<file path="src/rtl/alu_mc.sv">
// alu_mc: multi-cycle execute-stage ALU.
// Single-cycle logic/arithmetic/compare ops finish in one edge. Unsigned multiply
// (and unsigned divide when ALU_DIV_EN is defined) iterate for WIDTH edges. A
// start/busy/done handshake lets the datapath stall on the long operations.
// Optional feature macro: ALU_DIV_EN (restoring unsigned divider, opcode 1000).
module alu_mc #(
    parameter int WIDTH = 32
) (
    input  logic             clk,
    input  logic             reset,
    input  logic             start,
    input  logic [3:0]       alucontrol,
    input  logic [WIDTH-1:0] srca,
    input  logic [WIDTH-1:0] srcb,
    output logic             busy,
    output logic             done,
    output logic [WIDTH-1:0] result,
    output logic [WIDTH-1:0] result_hi,
    output logic             zero
);

    localparam int CNTW = $clog2(WIDTH) + 1;

    localparam logic [3:0] OP_AND  = 4'b0000;
    localparam logic [3:0] OP_OR   = 4'b0001;
    localparam logic [3:0] OP_ADD  = 4'b0010;
    localparam logic [3:0] OP_SLTU = 4'b0011;
    localparam logic [3:0] OP_XOR  = 4'b0100;
    localparam logic [3:0] OP_MULU = 4'b0101;
    localparam logic [3:0] OP_SUB  = 4'b0110;
    localparam logic [3:0] OP_SLT  = 4'b0111;
`ifdef ALU_DIV_EN
    localparam logic [3:0] OP_DIVU = 4'b1000;
`endif

    typedef enum logic {
        IDLE,
        ITER
    } state_t;

    state_t state, state_n;

    logic [CNTW-1:0]  count;
    logic [WIDTH-1:0] acc_hi;
    logic [WIDTH-1:0] acc_lo;
    logic [WIDTH-1:0] opb;
    logic             done_q;
    logic [WIDTH-1:0] result_q;
    logic [WIDTH-1:0] result_hi_q;

    logic             is_mul_op;
    logic             is_div_op;
    logic             start_iter;
    logic             last_step;
    logic [WIDTH-1:0] single_lo;
    logic [WIDTH-1:0] single_hi;

    logic [WIDTH:0]   mul_sum;
    logic [WIDTH-1:0] mul_hi_n;
    logic [WIDTH-1:0] mul_lo_n;
    logic [WIDTH-1:0] step_hi;
    logic [WIDTH-1:0] step_lo;

`ifdef ALU_DIV_EN
    logic             is_div;
    logic [WIDTH:0]   div_shift;
    logic             div_fits;
    logic [WIDTH-1:0] div_diff;
    logic [WIDTH-1:0] div_rem_n;
    logic [WIDTH-1:0] div_quo_n;
`endif

    assign busy      = (state == ITER);
    assign done      = done_q;
    assign result    = result_q;
    assign result_hi = result_hi_q;
    assign zero      = (result_q == '0);

    // Decode: which ops need the iterative path, and is this the final iteration.
    always_comb begin
        is_mul_op = (alucontrol == OP_MUL_CHECK());
`ifdef ALU_DIV_EN
        is_div_op = (alucontrol == OP_DIVU);
`else
        is_div_op = 1'b0;
`endif
        start_iter = start && (is_mul_op || (is_div_op && (srcb != '0)));
        last_step  = (state == ITER) && (count == CNTW'(1));
    end

    function automatic logic [3:0] OP_MUL_CHECK();
        return OP_MULU;
    endfunction

    // Single-cycle results; a divide reaching here always has a zero divisor.
    always_comb begin
        single_lo = '0;
        single_hi = '0;
        case (alucontrol)
            OP_AND:  single_lo = srca & srcb;
            OP_OR:   single_lo = srca | srcb;
            OP_XOR:  single_lo = srca ^ srcb;
            OP_ADD:  single_lo = srca + srcb;
            OP_SUB:  single_lo = srca - srcb;
            OP_SLT:  single_lo = {{(WIDTH-1){1'b0}}, ($signed(srca) < $signed(srcb))};
            OP_SLTU: single_lo = {{(WIDTH-1){1'b0}}, (srca < srcb)};
`ifdef ALU_DIV_EN
            OP_DIVU: begin
                single_lo = '1;
                single_hi = srca;
            end
`endif
            default: begin
                single_lo = '0;
                single_hi = '0;
            end
        endcase
    end

    // One iteration step: shift-add multiply and (optionally) restoring divide.
    always_comb begin
        mul_sum  = {1'b0, acc_hi} + (acc_lo[0] ? {1'b0, opb} : {(WIDTH+1){1'b0}});
        mul_hi_n = mul_sum[WIDTH:1];
        mul_lo_n = {mul_sum[0], acc_lo[WIDTH-1:1]};
`ifdef ALU_DIV_EN
        div_shift = {acc_hi, acc_lo[WIDTH-1]};
        div_fits  = (div_shift >= {1'b0, opb});
        div_diff  = div_shift[WIDTH-1:0] - opb;
        div_rem_n = div_fits ? div_diff : div_shift[WIDTH-1:0];
        div_quo_n = {acc_lo[WIDTH-2:0], div_fits};
        step_hi   = is_div ? div_rem_n : mul_hi_n;
        step_lo   = is_div ? div_quo_n : mul_lo_n;
`else
        step_hi   = mul_hi_n;
        step_lo   = mul_lo_n;
`endif
    end

    // FSM state register.
    always_ff @(posedge clk or posedge reset) begin
        if (reset) begin
            state <= IDLE;
        end else begin
            state <= state_n;
        end
    end

    // FSM next state: enter ITER for accepted long ops, leave on the final step.
    always_comb begin
        state_n = state;
        case (state)
            IDLE:    if (start_iter) state_n = ITER;
            ITER:    if (last_step)  state_n = IDLE;
            default: state_n = IDLE;
        endcase
    end

    // Datapath: operand capture, iteration registers, registered results and done pulse.
    always_ff @(posedge clk or posedge reset) begin
        if (reset) begin
            count       <= '0;
            acc_hi      <= '0;
            acc_lo      <= '0;
            opb         <= '0;
            done_q      <= 1'b0;
            result_q    <= '0;
            result_hi_q <= '0;
`ifdef ALU_DIV_EN
            is_div      <= 1'b0;
`endif
        end else begin
            done_q <= 1'b0;
            if (state == IDLE) begin
                if (start_iter) begin
                    acc_hi <= '0;
                    acc_lo <= srca;
                    opb    <= srcb;
                    count  <= CNTW'(WIDTH);
`ifdef ALU_DIV_EN
                    is_div <= is_div_op;
`endif
                end else if (start) begin
                    result_q    <= single_lo;
                    result_hi_q <= single_hi;
                    done_q      <= 1'b1;
                end
            end else begin
                acc_hi <= step_hi;
                acc_lo <= step_lo;
                count  <= count - CNTW'(1);
                if (last_step) begin
                    result_q    <= step_lo;
                    result_hi_q <= step_hi;
                    done_q      <= 1'b1;
                end
            end
        end
    end

endmodule

</file>
<file path="config.mk">
export PLATFORM = sky130hd
export DESIGN_NAME = alu_mc
export DESIGN_NICKNAME = d
export VERILOG_FILES = /design/src/rtl/alu_mc.sv
export SDC_FILE = /design/constraint.sdc
export NUM_CORES = 1
export LEC_CHECK = 0
export CORE_MARGIN = 3
export CORE_UTILIZATION = 59
export DETAILED_ROUTE_END_ITERATION = 8
export PLACE_DENSITY = 0.82
export SLEW_MARGIN = 5
export SYNTH_ARGS = -nofsm -noshare
export SYNTH_HDL_FRONTEND = slang
export SYNTH_SLANG_ARGS = --single-unit
</file>
<file path="constraint.sdc">
create_clock -name clk -period 6.75 [get_ports clk]
set_clock_uncertainty 0.05 [all_clocks]
set_input_delay 0.675 -clock clk [delete_from_list [all_inputs] [get_ports clk]]
set_output_delay 0.675 -clock clk [all_outputs]
set_load 0.1 [all_outputs]
</file>
Word level (Yosys, flattened, before mapping)
Index checks and enable logic that the tools add are counted.
W data, S select, Z words.
{"block": "word_totals", "memories": 0, "register_bits": 168, "ram_bits": 0, "latch_bits": 0, "wordCells": 59, "input_bits": 71, "mem_bits_ro": 0, "out_inout_bits": 67}
{"block": "classes", "n_div": 0, "n_reduce_logical": 8, "n_shift": 0, "n_mux": 23, "bitwise": 4, "addsub": 4, "eq_ne": 10, "n_mul": 0, "magnitude_cmp": 2}
{"cell": "$mux W32", "n": 13}
{"cell": "$pmux W32 S7", "n": 1}
{"cell": "$lt A32 B32 Y1", "n": 2}
{"cell": "$add A32 B32 Y33", "n": 1}
{"cell": "$add A32 B32 Y32", "n": 1}
{"cell": "$and A32 B32 Y32", "n": 1}
{"cell": "$logic_not A32 Y1", "n": 1}
{"cell": "$or A32 B32 Y32", "n": 1}
{"cell": "$sub A32 B32 Y32", "n": 1}
{"cell": "$xor A32 B32 Y32", "n": 1}
{"cell": "$eq A4 B3 Y1 const B", "n": 4}
{"cell": "$mux W6", "n": 2}
{"cell": "$eq A4 B2 Y1 const B", "n": 2}
{"cell": "$eq A6 B1 Y1 const B", "n": 1}
{"cell": "$mux W1", "n": 6}
{"cell": "$sub A6 B1 Y6 const B", "n": 1}
{"cell": "$eq A4 B1 Y1 const B", "n": 1}
{"cell": "$logic_not A4 Y1", "n": 1}
{"cell": "$reduce_bool A2 Y1", "n": 2}
{"cell": "$reduce_and A3 Y1", "n": 1}
{"cell": "$logic_and A1 B1 Y1", "n": 2}
{"cell": "$ne A2 B1 Y1 const B", "n": 1}
{"cell": "$ne A2 B2 Y1 const B", "n": 1}
{"cell": "$pmux W1 S2", "n": 1}
{"cell": "other kinds (2)", "n": 2}

Longest topological paths before layout
Gate-level depths: netlist of the first run.
{"block": "depth", "ltp_word": 5, "depth_mapped": 14, "mapped_depth_nobuf": 12}

Worst setup path before layout of the first run
OpenSTA, ideal clock, no wires.
{"block": "synth_timing", "path_type": "input to register", "startpoint": "input port srca[0]", "endpoint": "register result_q[30], in the netlist result[30]", "arrival_time_ns": 3.115, "path_slack_ns": 3.461, "setup_time_ns": 0.124, "path_buffers": 0, "t_required_ns": 6.576, "stages": 11, "cell_sequence": "ha_1 fa_1 a211oi_1 o21ai_1 a2111o_1 nand4b_1 o2111ai_1 nor4b_1 or3_1 a31oi_1 a21oi_1"}
{"block": "synth_via", "elab_chain_cells": 5, "elab_cells_between_ends": 6, "classes_between": "add/sub: 2; mux: 4"}
{"item": "start, declared", "line": "13", "text": "input logic [WIDTH-1:0] srca,"}
{"item": "$sub A32 B32 Y32 / $add A32 B32 Y32 (equally long branches)", "line": "104, 103"}
{"item": "$pmux W32 S7 *", "line": "99", "text": "case (alucontrol)"}
{"item": "$mux W32 *", "line": "182", "text": "end else if (start) begin"}
{"item": "$mux W32 *", "line": "174", "text": "if (start_iter) begin"}
{"item": "$mux W32 *", "line": "173", "text": "if (state == IDLE) begin"}
{"item": "end signal, assigned", "line": "183", "text": "result_q <= single_lo;"}
{"item": "end signal, assigned", "line": "192", "text": "result_q <= step_lo;"}
{"item": "end, declared", "line": "48", "text": "logic [WIDTH-1:0] result_q;"}
Every way passes the cells marked *; elsewhere a longest branch is shown, timed or not. The select of a mux whose other input is x is not followed.
A chain may end at the register's enable or synchronous reset.

Worst setup path after layout of the first run
{"block": "layout_timing", "startpoint": "input port alucontrol[2]", "endpoint": "register opb[15]"}
{"block": "layout_via", "elab_chain_cells": 3}
{"item": "start, declared", "line": "12", "text": "input logic [3:0] alucontrol,"}
{"item": "$eq A4 B3 Y1", "line": "81", "text": "is_mul_op = (alucontrol == OP_MUL_CHECK());"}
{"item": "$logic_and A1 B1 Y1", "line": "87", "text": "start_iter = start && (is_mul_op || (is_div_op && (srcb != '0)));"}
{"item": "$reduce_and A2 Y1 (no source line)"}
{"item": "end signal, assigned", "line": "177", "text": "opb <= srcb;"}
{"item": "end, declared", "line": "46", "text": "logic [WIDTH-1:0] opb;"}
No other way between the ends.

==> results by group, run 1 <==
Placed design
  – Gpl congestion: 1.05
  – Cells after DPL: around 2100
  – Detail Placement HPWL: 34.2 mm
  – Port bufs: ~140

Detailed routing
  – Router iterations before antenna repair: 7
  – ANT nets after route: 0
  – 1st-iter DRT viols: 1920
  – Remaining DRCs: 0
  – Final WL: roughly 46 mm
  – DR WL/cell: around 22 um
  – Via count: 14000
  – Vias per inst: ~6.5

Critical path
  – Crit-path cells: clkdlybuf4s50_1 > nor4bb_1 > nand3_2 > nand2_1 > o21ai_0
  – Worst path arrival time: roughly 4.6 ns
  – Worst Setup End Kind: flip-flop
  – Crit start category: input port
  – Worst Path Max Fanout: 64
  – Crit path max-delay family: simple AND/OR/NAND/NOR gates
  – Crit path kind: input port to flip-flop
  – Crit path largest cell delay: approximately 1.1 ns
  – Critical path's slowest cell: nand3_2
  – CP required: 6.90 ns
  – CP bufs+invs: 1

STA
  – Final Hold Vio Count: 0
  – Maximum clock rate: between 200 and 250 MHz
  – # setup viols final: 0
  – Worst slew margin: approximately a fifth
  – Min Tclk post-route: approximately 4.4 ns
  – Slew Viols, Final: 0
  – RSZ-0062 raised after global routing: false
  – Min Hold Slack: roughly 0.42 ns
  – Actual slew at the worst max-slew pin: approximately 1.2 ns
  – Final worst-path cycle share: 65.4%
  – TNS Setup: 0 ns

Logic synthesis
  – Share of the synthesized area in the top cell type: a little under a third
  – Ys async rst share: between 90% and 100%
  – Post-synthesis register bit count: 168
  – Syn nets: between 1500 and 2000
  – Register area share after synthesis: 30.5%
  – Area leader, netlist: dfrtp_1
  – Cell variety after synth: 93
  – Main synth FF type: dfrtp_1
  – Post-synth EDFFs: 0
  – Synth Area per Inst: just under 8 um2
  – Synth Cell Area: between 10000 and 15000 um2
  – Synthesis Warnings: 0
  – Mapped Cells: between 1500 and 2000
  – Largest cells by area after synthesis: dfrtp_1, ha_1, a21oi_1, o21ai_0, nand2_1

Global route
  – First-pass GRT wire length: 72.4 mm
  – Pin count of the biggest net entering global routing: 104
  – Vias in the first global route: 12900
  – GR Util All Layers: between 30% and 40%
  – Antenna violations before repair: 4
  – GR Overflow Total: 0

Clock network
  – CTS Root Cell: clkbuf_16
  – Post-CTS Repair Setup Buffers: 0
  – Buffer depth of the longest clock path: 2
  – H-tree lvl count: 4
  – PostCTS Resize Cnt: 0
  – CTS Buf Count: 17
  – Worst-path clk slew: 0.07 ns
  – Worst-skew pair later-pin latency: 0.43 ns
  – Hold buffers post-CTS: 0
  – # clock sinks: 168
  – CTS tree: built

Run status
  – Status: complete, no violations

Final layout
  – Commonest non-fill, non-tap cell in the layout: nand2_1
  – Final non-filler cell total: 2146
  – Final net count: ~2000
  – Fraction of layout cells with a size suffix above 1: 4.69%
  – Area Growth Syn to Fin: 15.1%
  – Reg area: around 4200 um2
  – Area of the multi-input gates: 8790 um2
  – Commonest cells after routing, fill and taps aside: nand2_1, a21oi_1, dfrtp_1, o21ai_0, nor2_1
  – Ant diodes: 0
  – FILL cells: 1835

Floorplanning
  – Row cnt: between 50 and 60
  – Total core area: ~23000 um2
  – Die area: 25200 um2
  – Boundary Pins: about 140
  – Initial core utilization: between 60% and 70%
  – Die X: between 150 and 200 um
  – DIE HEIGHT: 159 um

Pwr
  – Power per cell area: 358 nW/um2
  – Peak VDD IR: around 0.33 mV
  – LEAKAGE: approximately 7.2 nW

Min path
  – Hold/Removal Path Class: flip-flop to flip-flop

Flow run
  – Max-cap violation count: 0
-- cell families after synthesis --
logic type	share of synthesized area (%)
flip-flops	30.5
XOR/XNOR	1.53
multiplexers	1.04
AO/OA/AOI/OAI	28.6
AND/OR/NAND/NOR	19.9
buffers and inverters	5.89
adder cells (fa/ha/maj)	12.5
-- cells in the mapped netlist, drive strengths merged, types with 6 or more instances --
master,n
nand2,204
a21oi,173
o21ai,173
dfrtp,168
nor2,163
ha,133
inv,105
clkbuf,71
and2,48
a31oi,36
nor3,36
a211oi,31
nand3,31
a21o,28
buf,28
o31ai,22
nor4,20
o21bai,19
xnor2,19
a22o,17
o21a,16
nand4,13
nor2b,13
a211o,11
mux2i,11
a221oi,10
and3,10
o221ai,10
or3,10
o211ai,9
nand2b,8
or2,7
a2111oi,6
a221o,6
o2111ai,6
-- power breakdown --
part,leakage (nW),internal (W),switching [W]
registers,2.20,0.00137,0.000315
clock network,0.293,0.000556,0.000436
logic,4.74,0.000830,0.00216
-- worst min-delay path: stages, from the launching register on --
cell     delay (ns)
dfrtp_1        0.34
nand2_1        0.05
o31ai_1        0.05
-- metrics by stage --
step | instance area [um2] | utilization (%) | worst slack, ns | power [W]
after floorplan | 13800 | - | 1.48 | 0.00381
after global placement | 15300 | 67.0 | 2.12 | 0.00457
after detailed placement | 15300 | 67.0 | 2.08 | 0.00461
after CTS | 15900 | 69.6 | 2.53 | 0.00562
after global routing | 15900 | 69.6 | 2.11 | 0.00595
final | 15900 | 69.6 | 2.33 | 0.00567
-- flip-flops by register name, summed over array words and instances, names as in the netlist --
signal,cells
acc_hi,32
acc_lo,32
opb,32
result,32
result_hi,32
count,6
busy,1
done,1
-- final cells by class --
cell class	instances	share of cell area (%)
Clock buffer	18	2.71
Tap cell	313	2.47
Inverter	106	2.54
Timing Repair Buffer	150	9.26
Multi-Input combinational cell	1377	55.5
Clock inverter	14	1.03
Sequential cell	168	26.5
-- routing by layer --
metal  wire length (um)  global-route usage, %
met5                 67                      0
met4               1220                   9.39
met3               5520                   10.0
met2              19700                   52.5
met1              19900                   52.0
-- worst paths after layout --
| check | startpoint | to | slack (ns) | cells past startpoint |
|---|---|---|---|---|
| setup / recovery | alucontrol[2] | opb[15] | 2.33 | 5 |
| hold / removal | result_hi[28] | result_hi[28] | 0.42 | 2 |
| setup reg to reg | acc_lo[0] | result_hi[27] | 2.49 | 12 |
| hold reg to reg | result_hi[28] | result_hi[28] | 0.42 | 2 |
| max in group asynchronous | reset | busy | 4.45 | 3 |
| min in group asynchronous | reset | acc_hi[2] | 0.75 | 2 |
Power figures use the tool's default switching activity.
==> run 2, diff against run 1 <==
--- a/config.mk
+++ b/config.mk
@@ -6,9 +6,9 @@
 export NUM_CORES = 1
 export LEC_CHECK = 0
 export CORE_MARGIN = 3
-export CORE_UTILIZATION = 59
+export CORE_UTILIZATION = 53
 export DETAILED_ROUTE_END_ITERATION = 8
-export PLACE_DENSITY = 0.82
+export PLACE_DENSITY = 0.78
 export SLEW_MARGIN = 5
 export SYNTH_ARGS = -nofsm -noshare
 export SYNTH_HDL_FRONTEND = slang
==> constraint.sdc (replaced) <==
create_clock -name clk -period 3.7 [get_ports clk]
set_clock_uncertainty 0.05 [all_clocks]
set_input_delay 0.37 -clock clk [delete_from_list [all_inputs] [get_ports clk]]
set_output_delay 0.37 -clock clk [all_outputs]
set_load 0.1 [all_outputs]
==> results by group, run 2 (synthesized netlist as in run 1, its figures left out) <==
Floorplanning
  – Boundary Pins: around 140
  – DIE HEIGHT: between 150 and 200 um
  – Die area: between 20000 and 30000 um2
  – Row cnt: between 50 and 60
  – Initial core utilization: 54.2%
  – Die X: between 150 and 200 um
  – Total core area: around 25000 um2

Pwr
  – Design Power: 0.0105 W
  – Peak VDD IR: between 0.7 and 0.8 mV
  – Power per cell area: approximately 620 nW/um2
  – LEAKAGE: just under 8 nW

Clock network
  – CTS Buf Count: 17
  – H-tree lvl count: 4
  – Post-CTS Repair Setup Buffers: 0
  – Buffer depth of the longest clock path: 2
  – CTS Root Cell: clkbuf_16
  – Worst-path clk slew: 0.08 ns
  – Worst-skew pair later-pin latency: 0.44 ns
  – # clock sinks: approximately 170
  – CTS tree: built
  – Hold buffers post-CTS: 0

Placed design
  – Detail Placement HPWL: 38.1 mm
  – Cells after DPL: between 2000 and 2500
  – Gpl congestion: around 1.0
  – Pre-CTS setup slack: -0.0389 ns
  – Port bufs: 137

STA
  – Final Hold Vio Count: 0
  – Maximum clock rate: about 290 MHz
  – Final WS setup: between 0.2 and 0.25 ns
  – Min Hold Slack: 0.328 ns
  – Worst slew margin: 28.2%
  – Slew Viols, Final: 0
  – Final worst-path cycle share: 94.1%
  – TNS Setup: 0 ns
  – # setup viols final: 0
  – Min Tclk post-route: between 3 and 4 ns
  – Actual slew at the worst max-slew pin: 1.07 ns

Detailed routing
  – DR WL/cell: about 22 um
  – Final WL: a little under 50 mm
  – ANT nets after route: 0
  – Router iterations before antenna repair: 6
  – 1st-iter DRT viols: about 2000
  – Via count: approximately 14000
  – Vias per inst: 6.34
  – Remaining DRCs: 0

Global route
  – GR Overflow Total: 0
  – GR Util All Layers: 34.5%
  – First-pass GRT wire length: just under 80 mm
  – Vias in the first global route: about 14000
  – Antenna violations before repair: 1
  – Pin count of the biggest net entering global routing: ~120

Final layout
  – Ant diodes: 0
  – FILL cells: 2225
  – Area of the multi-input gates: 8810 um2
  – Final non-filler cell total: ~2300
  – Reg area: ~4200 um2
  – Fraction of layout cells with a size suffix above 1: 10.9%
  – Area Growth Syn to Fin: 22.4%
  – Final net count: ~2100
  – Commonest cells after routing, fill and taps aside: nand2_1, a21oi_1, dfrtp_1, o21ai_0, nor2_1
  – Commonest non-fill, non-tap cell in the layout: nand2_1

Run status
  – Status: complete, no violations

Critical path
  – Crit start category: flip-flop
  – Crit path kind: flip-flop to flip-flop
  – Worst Path Max Fanout: 9
  – Worst path arrival time: approximately 3.8 ns
  – Worst Setup End Kind: flip-flop
  – CP required: a little under 4 ns

Min path
  – Hold/Removal Path Class: input port to async pin

Flow run
  – Max-cap violation count: 0
[run 2: changes by cell type in the layout (fill, tap and decap cells not counted)]
cell and delta:
buf_4 +117, clkinv_8 +4, inv_6 -2, clkinv_4 -1, clkinvlp_4 +3, clkbuf_1 -1
a211oi_1 -2, buf_12 +5, clkdlybuf4s50_1 -1, a211oi_2 +2, bufinv_16 -2, clkinv_2 -1
a21oi_2 +2, a21oi_1 -2
[run 2: per-stage QoR]
| stage | util [%] | cell area [um2] |
|---|---|---|
| 6_report | 66.4 | 16900 |
| 5_1_grt | 66.4 | 16900 |
| 3_3_place_gp | 64.0 | 16300 |
| 3_5_place_dp | 64.0 | 16300 |
| 2_1_floorplan | - | 13800 |
| 4_1_cts | 66.3 | 16800 |
[run 2: worst max-delay path, cell delays in order (launching register included)]
cell and delay, ns:
dfrtp_1 0.44, and2_1 0.18, ha_1 0.21, fa_1 0.44, a211oi_2 0.28, o21bai_1 0.19
a21oi_2 0.27, a211oi_2 0.14, nor3_1 0.29, o31ai_1 0.19, a21oi_2 0.23, o22ai_1 0.17
mux2_2 0.29
[run 2: what timing repair did]
action	CTS	global route
gates cloned	0	0
resized for setup	1	3
pin swaps	0	1
endpoints found under the setup margin	1	9
[run 2: area by class of cell]
cell class | count | area share (%)
clock inverters | 15 | 0.950
multi-input cells | 1377 | 52.3
flip-flops and latches | 168 | 24.9
clock buffers | 17 | 2.52
repair buffers | 271 | 14.5
well taps | 330 | 2.45
inverters | 106 | 2.38
[run 2: worst paths after layout]
kind / from / end / slack, ns / cells after the start
max: acc_lo[0] / result_hi[31] / 0.22 / 12
min: reset / result_hi[3] / 0.33 / 3
min in group clk: opb[17] / opb[17] / 0.42 / 2
max reg2reg: acc_lo[0] / result_hi[31] / 0.22 / 12
max in group asynchronous: reset / result[20] / 2.65 / 3
min reg2reg: opb[17] / opb[17] / 0.42 / 2
[run 2: routing by layer]
metal | vias to the layer above | global-route usage (%) | routed length (um)
li1 | 6655 | - | -
met1 | 6925 | 51.6 | 22000
met2 | 806 | 51.3 | 20700
met3 | 84 | 7.51 | 5540
met4 | 0 | 8.00 | 1000
met5 | - | 0 | 0
[run 2: report_power, final]
group | total [W] | switching, W | internal (W)
sequential | 0.00305 | 0.000551 | 0.00250
combinational | 0.00569 | 0.00400 | 0.00168
clock | 0.00175 | 0.000849 | 0.000898
